[config.mk]
export PLATFORM = sky130hd
export DESIGN_NAME = ir_key_scheduler
export DESIGN_NICKNAME = d
export VERILOG_FILES = /design/src/rtl/ir_key_scheduler.sv
export SDC_FILE = /design/constraint.sdc
export NUM_CORES = 1
export LEC_CHECK = 0
export ABC_AREA = 1
export BUFFER_PORTS_ARGS = -buffer_cell sky130_fd_sc_hd__buf_2
export CORE_UTILIZATION = 44
export DETAILED_ROUTE_END_ITERATION = 8
export PLACE_DENSITY = 0.73
export SETUP_SLACK_MARGIN = 0.15
export SLEW_MARGIN = 30
export SYNTH_ARGS = -nofsm -noshare
export SYNTH_HDL_FRONTEND = slang
export SYNTH_SLANG_ARGS = --single-unit
[constraint.sdc]
create_clock -name Clock -period 1.9 [get_ports Clock]
set_clock_uncertainty 0.15 [all_clocks]
set_input_delay 0.38 -clock Clock [delete_from_list [all_inputs] [get_ports Clock]]
set_output_delay 0.38 -clock Clock [all_outputs]
set_load 0.05 [all_outputs]
[src/rtl/ir_key_scheduler.sv]
// Auto-repeat filtered key FIFO between the IR receiver and a valid/ack consumer.
// Optional macro IR_REPEAT_FILTER_EN enables suppression of repeated codes within the hold window.
module ir_key_scheduler #(
    parameter int DEPTH       = 4,
    parameter int HOLD_CYCLES = 1000
) (
    input  logic                     Clock,
    input  logic                     Reset,
    input  logic [7:0]               KeyIn,
    input  logic                     KeyReady,
    output logic [7:0]               KeyOut,
    output logic                     KeyValid,
    input  logic                     KeyAck,
    output logic [$clog2(DEPTH):0]   Count,
    output logic                     Overflow
);

    localparam int PW    = $clog2(DEPTH);
    localparam int CNT_W = PW + 1;
    localparam int HW    = (HOLD_CYCLES > 2) ? $clog2(HOLD_CYCLES) : 1;

    typedef enum logic {
        IDLE,
        HOLD
    } state_t;

    logic [7:0]       mem [DEPTH];
    logic [PW-1:0]    wr_ptr;
    logic [PW-1:0]    rd_ptr;
    logic [HW-1:0]    hold_cnt;
    state_t           state;
    logic             full;
    logic             pop;
    logic             repeat_hit;
    logic             push;
    logic             drop;
    logic [CNT_W-1:0] count_nxt;

`ifdef IR_REPEAT_FILTER_EN
    logic [7:0]       last_key;
`endif

    always_comb begin
        full = (Count == CNT_W'(DEPTH));
        pop  = KeyValid && KeyAck;
`ifdef IR_REPEAT_FILTER_EN
        repeat_hit = (state == HOLD) && (KeyIn == last_key);
`else
        repeat_hit = 1'b0;
`endif
        // A pop in the same cycle frees the slot, so a full FIFO still accepts the push.
        push = KeyReady && !repeat_hit && (!full || pop);
        drop = KeyReady && !repeat_hit && full && !pop;

        count_nxt = Count;
        if (push && !pop)
            count_nxt = Count + CNT_W'(1);
        else if (pop && !push)
            count_nxt = Count - CNT_W'(1);
    end

    always_ff @(posedge Clock) begin
        if (!Reset && push)
            mem[wr_ptr] <= KeyIn;
    end

    always_ff @(posedge Clock) begin
        if (Reset) begin
            wr_ptr   <= '0;
            rd_ptr   <= '0;
            Count    <= '0;
            KeyValid <= 1'b0;
            Overflow <= 1'b0;
            hold_cnt <= '0;
            state    <= IDLE;
`ifdef IR_REPEAT_FILTER_EN
            last_key <= '0;
`endif
        end else begin
            if (push)
                wr_ptr <= wr_ptr + PW'(1);
            if (pop)
                rd_ptr <= rd_ptr + PW'(1);
            Count    <= count_nxt;
            KeyValid <= (count_nxt != '0);
            if (drop)
                Overflow <= 1'b1;

            // Any strobe (pushed, dropped or filtered) restarts the window.
            if (KeyReady) begin
                hold_cnt <= HW'(HOLD_CYCLES - 1);
                state    <= HOLD;
`ifdef IR_REPEAT_FILTER_EN
                last_key <= KeyIn;
`endif
            end else begin
                case (state)
                    HOLD: begin
                        hold_cnt <= hold_cnt - HW'(1);
                        if (hold_cnt == HW'(1))
                            state <= IDLE;
                    end
                    default: begin
                        hold_cnt <= '0;
                        state    <= IDLE;
                    end
                endcase
            end
        end
    end

    assign KeyOut = KeyValid ? mem[rd_ptr] : '0;

endmodule

==> qor.yml, run 1 <==
timing:
  setup_viol: 1
  finalWorstSetupSlack_ps: -2.66
  tightest_slew_ps: 441
  post-route-period-util_pct: 100
  timing.fmax_ghz: 0.526
  finalSetupTns_ps: -2.66
  rsz0062_at_grt: "true"
  min_period_ps: 1900
  hold_ws_ps: 149
  hold_viol_final: 0
  slew_violations: 0
  relSlewSlack_pct: 70.5
route:
  firstDrtPassIters: 4
  num_vias: 1276
  drc: 0
  drt-initial-drc-count: 62
  detail_route.vias_per_cell: 4.80
  wl_mm: 3.46
  ant_nets: 0
  avgRoutedWirePerCell_um: 13.0
die:
  ios: 25
  die_h_um: 67.7
  die-width_um: 67.7
  initial_core_util_pct: 46.5
  coreArea_um2: 4090
  num_rows: 23
  design.die.area_um2: 4590
logic_synthesis:
  synth_edf_count: 32
  synth_cell_type_count: 20
  netlist_instances: 181
  synthArstFlopShare_pct: 0
  synth_top_area_share_pct: 50.5
  yosys_warnings: 0
  synthTopCellsByArea: "edfxtp_1 (51%), dfxtp_1 (12%), nor2_1 (7.1%)"
  synth-seq-area-share_pct: 62.1
  yosysTopAreaCell: "edfxtp_1"
  avgSynthCellArea_um2: 10.5
  ys_top_cells_by_count: "nor2_1 (36), edfxtp_1 (32), inv_1 (17)"
  syn_nets: 200
  synth_ff_type: "edfxtp_1"
  syn_area_um2: 1900
  ys_ff_latch: 43
  post-synth-top-count-cell: "nor2_1"
cells_and_area:
  nets: 234
  multi_input_area_um2: 674
  stdcell_area_um2: 2390
  syn2layout_area_growth_pct: 25.7
  antenna_cells: 0
  drive_gt1_share_pct: 38.9
  final_cells: 266
  regArea_um2: 1200
  fill_cells: 350
clocking:
  cts_root_buf: "clkbuf_8"
  cts_tree: "yes"
  htreeDepth: 2
  clk_pin_slew_worst_paths_ps: 80
  ctsLongestPathBuffers: 2
  cts_buffers: 5
  clock_latency_ps: 290
  cts_sinks: 43
worst_setup_path:
  crit_type: "reg2out"
  cp-end-kind: "primary output"
  cp-start-kind: "register"
  critPathMaxStageDelay_ps: 390
  slowest_stage: "dfxtp_4"
  path_cells: "buf_8, nor2_4, nor2_2, o21ai_2, a21oi_2, buf_6"
  cp.arrival_ps: 1370
  cp_max_fo: 6
  cp.required_ps: 1370
grt:
  grt_pass1_wl_mm: 5.43
  overflow: 0
  grt_pass1_vias: 1200
  grtUsageTotal_pct: 17.1
  grt_max_degree: 17
  antenna_found_initial: 0
placement:
  numPortBuffers: 24
  dp.cells: 254
  routabilityCongestion: 0.811
  place_hpwl_mm: 2.31
  placed_area_um2: 2140
pwr:
  power.share.clock_pct: 24.1
  switching_share_pct: 36.6
  peakVddDrop_v: 0.000658
  p_leak_nw: 0.957
  p_int_w: 0.00183
  p_sw_w: 0.00105
  power_frac_seq_pct: 39.9
  power_density_nw_per_um2: 1210
  comb_power_share_pct: 36.0
hold_path:
  hp-class: "in2reg"
job:
  cap_violations: 0
outcome:
  failed_checks: "negative setup slack"
  status: "complete, but fails checks"
==> layer usage <==
metal	share of wire (%)	vias to the layer above	track usage, %
met3	2.7	6	3.55
met4	1.8	0	7.71
li1	-	660	-
met2	51	20	30.2
met1	44	590	19.7
met5	0	-	0
==> through the flow <==
step / util (%) / setup WS (ps) / total power, W
global placement: 52.3 / 163 / 0.00205
detailed placement: 52.3 / 116 / 0.00207
floorplan: - / 142 / 0.00188
CTS: 57.5 / -29.6 / 0.00285
global route: 58.5 / -72.2 / 0.00302
finish: 58.5 / -2.66 / 0.00288
==> kinds of logic (layout without fill, tap and decap cells) <==
family / Yosys count / count (layout) / share of synthesized area, %
AND/OR/NAND/NOR: 74 / 74 / 17.8
flip-flops: 43 / 43 / 62.1
AO/OA/AOI/OAI: 30 / 30 / 8.09
buffers and inverters: 26 / 61 / 6.97
adder cells (fa/ha/maj): 7 / 7 / 4.61
XOR/XNOR: 1 / 1 / 0.461
==> power by group through the flow <==
stage | clock [W] | combinational (W) | sequential [W]
2_1_floorplan | 0 | 0.000645 | 0.00124
3_3_place_gp | 0 | 0.000892 | 0.00116
3_5_place_dp | 0 | 0.000906 | 0.00116
4_1_cts | 0.000702 | 0.000999 | 0.00115
5_1_grt | 0.000731 | 0.00113 | 0.00116
6_report | 0.000695 | 0.00104 | 0.00115
==> registers in the layout, summed over array words and instances, names as in the netlist, named ones only <==
| name | flops |
|---|---|
| Count | 3 |
| KeyValid | 1 |
| Overflow | 1 |
| mem | 32 |
| rd_ptr | 2 |
| wr_ptr | 2 |
==> placed cells by master, fill, tap and decap left out, types with 3 or more instances in the layout <==
master,count
inv_1,16
o21ai_1,15
buf_2,16
buf_4,3
dfxtp_1,6
edfxtp_1,32
clkbuf_8,5
o21ai_0,3
buf_6,9
dfxtp_4,4
inv_2,5
ha_1,6
nor2_1,30
a21oi_2,8
nand2_1,16
nor2_4,6
nand3_2,3
nor2_2,12
nand3_1,4
==> final timing paths <==
check	start	to	slack, ps	cells past startpoint
worst max-delay path	register	KeyOut[5]	-3	6
worst max register to register	Count[1]	mem[2][0]	220	8
worst min register to register	Overflow	Overflow	320	2
worst min-delay path	KeyIn[4]	mem[2][4]	150	1
==> repair_timing <==
item                                    in CTS  in global routing
endpoints found under the setup margin      40                 40
pin swaps                                    6                  8
hold buffers                                 0                  0
buffers inserted                             3                  1
resized for setup                           21                 18
==> critical path, delay by kind of cell (launching register included) <==
family	cells	cell delay, ps
AND/OR/NAND/NOR	2	140
AO/OA/AOI/OAI	2	230
buffers and inverters	2	320
flip-flops	1	390
==> cell type report <==
class	instances	share of cell area, %
flip-flops and latches	43	50.1
clock buffers	5	2.88
multi-input cells	112	28.2
inverters	22	3.56
well taps	50	2.62
repair buffers	31	10.8
clock inverters	3	1.83
Power figures use the tool's default switching activity.
==> run 2, diff against run 1 <==
- CORE_UTILIZATION: 44 -> 50
- PLACE_DENSITY: 0.73 -> 0.8
- clock period: 1.9 -> 1.8 ns (I/O delays scaled with it)
==> qor.yml, run 2 (synthesized netlist as in run 1, its figures left out) <==
outcome:
  status: "complete, but fails checks"  # unchanged
  failed_checks: "negative setup slack"  # unchanged
route:
  drc: 0  # unchanged
  num_vias: 1400  # was 1276
  detail_route.vias_per_cell: 5.04  # was 4.80
  wl_mm: 3.92  # was 3.46 mm
  drt-initial-drc-count: 36  # was 62
  ant_nets: 0  # unchanged
  avgRoutedWirePerCell_um: 14.1  # was 13.0 um
  firstDrtPassIters: 4  # unchanged
timing:
  setup_viol: 8  # was 1
  tightest_slew_ps: 366  # was 441 ps
  finalWorstSetupSlack_ps: -120  # was -2.66 ps
  finalSetupTns_ps: -654  # was -2.66 ps
  relSlewSlack_pct: 75.4  # was 70.5%
  timing.fmax_ghz: 0.521
  slew_violations: 0  # unchanged
  post-route-period-util_pct: 107
  hold_viol_final: 0  # unchanged
  rsz0062_at_grt: "true"  # unchanged
  min_period_ps: 1920
clocking:
  cts_root_buf: "clkbuf_8"  # unchanged
  cts_buffers: 5  # unchanged
  cts_tree: "yes"  # unchanged
  clk_pin_slew_worst_paths_ps: 70  # was 80 ps
  clock_latency_ps: 280  # was 290 ps
  htreeDepth: 2  # unchanged
  cts_sinks: 43  # unchanged
  ctsLongestPathBuffers: 2  # unchanged
die:
  initial_core_util_pct: 51.9  # was 46.5%
  ios: 25  # unchanged
  coreArea_um2: 3660  # was 4090 um2
  die-width_um: 63.7  # was 67.7 um
  num_rows: 22  # was 23
  design.die.area_um2: 4050  # was 4590 um2
  die_h_um: 63.7  # was 67.7 um
pwr:
  peakVddDrop_v: 0.000684  # was 0.000658 V
  p_leak_nw: 1.04  # was 0.957 nW
  total_power_w: 0.00314  # was 0.00288 W
  power_density_nw_per_um2: 1200  # was 1210 nW/um2
cells_and_area:
  largest_register_ffs: 32  # unchanged
  reg.largest.list: "mem x32, Count x3"  # unchanged
  layout_common_cells: "edfxtp_1 (32), nor2_1 (22), nor2_2 (18)"  # was edfxtp_1 (32), nor2_1 (30), inv_1 (16), nand2_1 (16), buf_2 (16)
  final_common_cell: "edfxtp_1"  # unchanged
  nets: 248  # was 234
  syn2layout_area_growth_pct: 37.8  # was 25.7%
  largest_register: "mem"  # unchanged
  antenna_cells: 0  # unchanged
  drive_gt1_share_pct: 48.3  # was 38.9%
placement:
  numPortBuffers: 24  # unchanged
  routabilityCongestion: 0.738  # was 0.811
  place_hpwl_mm: 2.53  # was 2.31 mm
hold_path:
  hp-class: "in2reg"  # unchanged
  min_from: "KeyIn[6]"  # was KeyIn[4]
worst_setup_path:
  worstReg2RegStart: "Count[0]"  # was Count[1]
  cp.required_ps: 1290  # was 1370 ps
  path_cells: "buf_12, nor2_4, nor2_2, o21ai_2, a21oi_4, buf_6"  # was buf_8, nor2_4, nor2_2, o21ai_2, a21oi_2, buf_6
  rr_endpoint: "mem[1][0]"  # was mem[2][0]
  path_buf_inv: 2  # unchanged
  cp-endpoint: "KeyOut[5]"  # unchanged
  critPathTopFamily: "flip-flops"  # unchanged
  worst-path-stages: 6  # unchanged
  crit_type: "reg2out"  # unchanged
  critPathMaxStageDelay_ps: 400  # was 390 ps
  cp-end-kind: "primary output"  # unchanged
  cp_max_fo: 8  # was 6
  slowest_stage: "dfxtp_4"  # unchanged
  cp.arrival_ps: 1410  # was 1370 ps
  cp-start-kind: "register"  # unchanged
  reg2reg_depth: 7  # was 8
  r2r_slack_ps: 190  # was 220 ps
grt:
  grtUsageTotal_pct: 20.7  # was 17.1%
  antenna_found_initial: 0  # unchanged
  grt_pass1_wl_mm: 6.29  # was 5.43 mm
  grt_max_degree: 17  # unchanged
  grt_pass1_vias: 1353  # was 1200
  overflow: 0  # unchanged
job:
  cap_violations: 0  # unchanged
[run 2: report_power, final]
part	leakage, nW	internal, W	total (W)	switching, W
clock network	0.0395	0.000275	0.000570	0.000294
registers	0.384	0.00116	0.00122	0.0000680
logic	0.617	0.000516	0.00135	0.000832
[run 2: stage by stage]
stage               cells  instance area (um2)  hold slack [ps]  worst slack [ps]  util [%]
floorplan             181                 2040              282              62.2         -
global placement      255                 2220              302              58.2      60.8
detailed placement    255                 2220              332             -15.7      60.8
CTS                   267                 2470              134             -96.1      67.5
global route          278                 2620              131              -171      71.6
finish                278                 2620              136              -120      71.6
[run 2: how the worst min path moves through the flow]
stage,end,depth (start not counted)
6_report,mem[3][6],1
3_5_place_dp,rd_ptr[0],1
4_1_cts,mem[2][7],1
3_3_place_gp,rd_ptr[0],1
2_1_floorplan,Overflow,1
5_1_grt,mem[3][0],1
[run 2: what timing repair did]
item	CTS	global route
setup endpoints to repair	40	32
gates cloned	0	0
setup buffers	4	11
pin swaps	15	12
gates resized for setup	39	15
hold buffers	0	0
[run 2: layout make-up]
cell class / instances / area (um2)
Inverter: 22 / 87.6
Timing Repair Buffer: 45 / 398
Sequential cell: 43 / 1200
Multi-Input combinational cell: 112 / 798
Tap cell: 48 / 60.1
Clock buffer: 8 / 80.1
Fill cell: 251 / 1040
[run 2: per-layer routing]
metal	wire, um	GRT usage, %
met5	0	0
met3	126	4.89
met1	1590	24.9
met2	2150	36.0
met4	50	6.82
